$ cat config.mk
export PLATFORM = sky130hd
export DESIGN_NAME = alu_dec_unit
export DESIGN_NICKNAME = d
export VERILOG_FILES = /design/src/rtl/alu_dec_unit.sv
export SDC_FILE = /design/constraint.sdc
export NUM_CORES = 1
export LEC_CHECK = 0
export ABC_AREA = 1
export CORE_AREA = 8 8 45 47
export DETAILED_ROUTE_END_ITERATION = 10
export DIE_AREA = 0 0 53 55
export GPL_TIMING_DRIVEN = 0
export SLEW_MARGIN = 30
export SYNTH_ARGS = -nofsm -noshare
export SYNTH_HDL_FRONTEND = slang
export SYNTH_SLANG_ARGS = --single-unit
$ cat constraint.sdc
create_clock -name clk -period 1.1 [get_ports clk]
set_clock_uncertainty 0.2 [all_clocks]
set_input_delay 0.22 -clock clk [delete_from_list [all_inputs] [get_ports clk]]
set_output_delay 0.22 -clock clk [all_outputs]
set_load 0.01 [all_outputs]
$ cat src/rtl/alu_dec_unit.sv
// ALU control decoder: maps alu_op/funct3/funct7/opcode_b5 to an ALU operation code, plus a registered copy.
// Optional macro ALU_DEC_FULL_RV32I_EN adds XOR/SLL/SLTU/SRL/SRA decoding for alu_op=10.
module alu_dec_unit #(
  parameter int CTRL_W = 4
) (
  input  logic              clk,
  input  logic              rst_n,
  input  logic              en,
  input  logic              opcode_b5,
  input  logic [2:0]        funct3,
  input  logic [6:0]        funct7,
  input  logic [1:0]        alu_op,
  output logic [CTRL_W-1:0] alu_ctrl,
  output logic              illegal,
  output logic [CTRL_W-1:0] alu_ctrl_q,
  output logic              illegal_q
);

  localparam logic [CTRL_W-1:0] ALU_ADD  = CTRL_W'(0);
  localparam logic [CTRL_W-1:0] ALU_SUB  = CTRL_W'(1);
  localparam logic [CTRL_W-1:0] ALU_AND  = CTRL_W'(2);
  localparam logic [CTRL_W-1:0] ALU_OR   = CTRL_W'(3);
  localparam logic [CTRL_W-1:0] ALU_SLT  = CTRL_W'(4);
`ifdef ALU_DEC_FULL_RV32I_EN
  localparam logic [CTRL_W-1:0] ALU_XOR  = CTRL_W'(5);
  localparam logic [CTRL_W-1:0] ALU_SLL  = CTRL_W'(6);
  localparam logic [CTRL_W-1:0] ALU_SRL  = CTRL_W'(7);
  localparam logic [CTRL_W-1:0] ALU_SRA  = CTRL_W'(8);
  localparam logic [CTRL_W-1:0] ALU_SLTU = CTRL_W'(9);
`endif

  // Only funct7[5] carries meaning for the supported encodings.
  logic f7_b5;
  logic unused_funct7;
  assign f7_b5         = funct7[5];
  assign unused_funct7 = ^{funct7[6], funct7[4:0]};

  always_comb begin
    alu_ctrl = ALU_ADD;
    illegal  = 1'b0;
    unique case (alu_op)
      2'b00: alu_ctrl = ALU_ADD;
      2'b01: alu_ctrl = ALU_SUB;
      2'b10: begin
        case (funct3)
          // ADDI carries an immediate in the funct7 field, so only R-type may subtract.
          3'b000: alu_ctrl = (opcode_b5 && f7_b5) ? ALU_SUB : ALU_ADD;
          3'b111: alu_ctrl = ALU_AND;
          3'b110: alu_ctrl = ALU_OR;
          3'b010: alu_ctrl = ALU_SLT;
`ifdef ALU_DEC_FULL_RV32I_EN
          3'b100: alu_ctrl = ALU_XOR;
          3'b001: alu_ctrl = ALU_SLL;
          3'b011: alu_ctrl = ALU_SLTU;
          3'b101: alu_ctrl = f7_b5 ? ALU_SRA : ALU_SRL;
`endif
          default: begin
            alu_ctrl = ALU_ADD;
            illegal  = 1'b1;
          end
        endcase
      end
      default: begin
        alu_ctrl = ALU_ADD;
        illegal  = 1'b1;
      end
    endcase
  end

  always_ff @(posedge clk or negedge rst_n) begin
    if (!rst_n) begin
      alu_ctrl_q <= ALU_ADD;
      illegal_q  <= 1'b0;
    end else if (en) begin
      alu_ctrl_q <= alu_ctrl;
      illegal_q  <= illegal;
    end
  end

endmodule

==> flow_summary.toml <==
[die]
row_count = 14
core_mm2 = 0.001384
dieArea_mm2 = 0.002915
fp.dieH_um = 55
initial_core_util_pct = 22.24
ios = 26
fp.dieW_um = 53

[critical_path]
path_delay_family = "buffers and inverters"
cp-end-kind = "primary output"
arrival_ns = 1.01
cpMaxStageDelayCell = "ha_4"
reg2reg_depth = 2
critical_path.cell_chain = "buf_8 > inv_8 > ha_4 > nand2_1 > nor2_1 > nand2_2 > a21oi_2 > buf_2"
crit_path_end = "alu_ctrl[0]"
cp_max_fo = 4
reg2reg_to = "alu_ctrl_q[1]$_DFFE_PN0P_"
cp-startpoint = "alu_op[0]"
path_class = "primary input to primary output"
r2r-start = "alu_ctrl_q[1]$_DFFE_PN0P_"
cp.depth = 8
required_ns = 0.68
max_stage_delay_ns = 0.14
reg2reg_slack_ns = 0.30
startpoint_type = "primary input"
cp_num_buf_inv = 3

[clock_tree]
cts.clk_slew.worst_paths_ns = 0.04
htreeDepth = 1
cts_root_buffer = "clkbuf_4"
cts_buffer_depth = 2
clkSinkCount = 4
cts_buffers = 3
cts_tree = "done"
clock_latency_ns = 0.23

[timing]
whs_ns = 0.002542
setup_viol = 8
clock.fmax_ghz = 0.7013
rsz0062_at_grt = "yes"
finalCritPeriodShare_pct = 129.6
setup_ws_ns = -0.3259
final-max-slew-violation-count = 0
period_needed_ns = 1.426
hold_viol = 0
fin_setup_tns_ns = -1.383

[global_routing]
grt_max_degree = 6
antenna_found_initial = 0
grt.overflow.total = 0
grt_pass1_vias = 339
grt_usage_pct = 6.308
grt_pass1_wl_um = 1311

[yosys]
syn_area_um2 = 307.8
yosys.area.top_type = "dfrtp_1"
yosys-top-cells-count = "nand2_1 (18), inv_1 (8), dfrtp_1 (4)"
yosysUniqueCellTypes = 11
synth_area_per_cell_um2 = 6.840
synth_top_area_share_pct = 32.52
async_flop_share_pct = 100.0
yosysWarnings = 0
yosysSeqAreaShare_pct = 32.52
synth-edff-count = 0
syn-instance-count = 45
synth_ff_type = "dfrtp_1"
synth_seq_cells = 4
synth_area_leaders = "dfrtp_1 (33%), nand2_1 (22%), ha_1 (12%), inv_1 (9.8%), nand3_1 (4.9%)"
synth.most_common_cell = "nand2_1"

[place]
hpwl_um = 670.2
placed_cells = 79
gp_congestion = 0.7445
port_buffers = 17
place_area_um2 = 534.3
place_ws_ns = -1.238

[layout]
design_area_um2 = 563.0
area_growth_pct = 82.93
fillers = 160
num_antenna_cells = 0
instances_no_fill = 83
final_nets = 88
drive_gt1_share_pct = 44.78

[min_path]
hold_class = "primary input to async pin"

[power_and_ir_drop]
p_per_area_mw_per_mm2 = 879.5
leakage_uw = 0.0003078
ir_worst_vdd_mv = 0.2269

[routing]
via_count = 328
wl_per_cell_um = 9.795
postRouteAntennaNets = 0
firstDrtPassIters = 2
via_per_inst = 3.952
drt-total-wl_um = 813
route.detailed.drc = 0
drtIter0Drc = 2

[run_status]
violations = "negative setup slack"
outcome = "finished with violations"

[run]
maxCapViolations = 0
-- layout make-up --
type,instances,area [µm²],area share [%]
Timing Repair Buffer,18,145.1,25.78
Buffer,2,15.01,2.667
Clock buffer,3,22.52,4.000
Multi-Input combinational cell,32,217.7,38.67
Inverter,8,42.54,7.556
Tap cell,16,20.02,3.556
Sequential cell,4,100.1,17.78
-- logic make-up after synthesis --
| group | share of synthesized area (%) |
|---|---|
| flip-flops | 32.52 |
| buffers and inverters | 14.63 |
| adder cells (fa/ha/maj) | 12.20 |
| other | 1.218 |
| AO/OA/AOI/OAI | 5.689 |
| AND/OR/NAND/NOR | 33.74 |
-- placed cells by master (no fill, tap or decap) --
cell type / instances
ha_4: 2
dlygate4sd2_1: 4
clkbuf_2: 2
clkbuf_4: 3
buf_2: 6
conb_1: 2
inv_4: 2
clkdlybuf4s50_1: 1
nor2_2: 1
inv_8: 1
buf_6: 1
inv_1: 4
nand2_2: 1
inv_2: 1
nor3_4: 1
nand3_1: 3
ha_2: 1
buf_8: 2
dfrtp_1: 4
o31ai_4: 1
nor2_1: 2
nand2_1: 17
buf_4: 3
clkdlybuf4s15_2: 1
a21oi_2: 1
-- per-stage QoR --
stage / util (%) / power (µW)
final: 40.69 / 495.2
after global routing: 40.69 / 525.5
after CTS: 39.69 / 497.3
after detailed placement: 38.61 / 317.4
after global placement: 38.61 / 316.5
after floorplan: - / 234.5
-- worst register-to-register path: cells and delay by family (launching register included) --
family,cells,cell delay (ns)
DFF,1,0.38
and+or+nand+nor,2,0.12
-- worst min path at each step --
stage / cells after the start / from / end
detailed placement: 1 / rst_n / illegal_q$_DFFE_PN0P_
global placement: 1 / rst_n / alu_ctrl_q[0]$_DFFE_PN0P_
finish: 1 / rst_n / alu_ctrl_q[0]$_DFFE_PN0P_
floorplan: 0 / rst_n / alu_ctrl_q[0]$_DFFE_PN0P_
CTS: 1 / rst_n / alu_ctrl_q[0]$_DFFE_PN0P_
global route: 1 / rst_n / alu_ctrl_q[0]$_DFFE_PN0P_
-- flip-flops by register name, indices dropped and copies added (netlist names) --
register    cells
alu_ctrl_q      3
illegal_q       1
-- where the power goes --
group	internal [µW]	total [µW]	switching (µW)
Combinational	77.1	156	79.2
Clock	122	178	56.3
Sequential	157	161	3.79
Total	356	495	139
-- metal layers --
| layer | vias to the layer above | GRT usage (%) | part of all wire, % |
|---|---|---|---|
| met5 | - | 0 | 0 |
| met4 | 0 | 6.466 | 0 |
| met3 | 0 | 2.406 | 9.5 |
| met2 | 9 | 10.94 | 56 |
| met1 | 142 | 5.376 | 34 |
| li1 | 177 | - | - |
-- what timing repair did --
item / CTS / global route
buffers inserted: 1 / 0
pin swaps: 9 / 8
setup endpoints to repair: 12 / 8
gates resized for setup: 54 / 10
endpoints found under the hold margin: 4 / 0
Note: power is estimated with default switching activity, not from simulation.
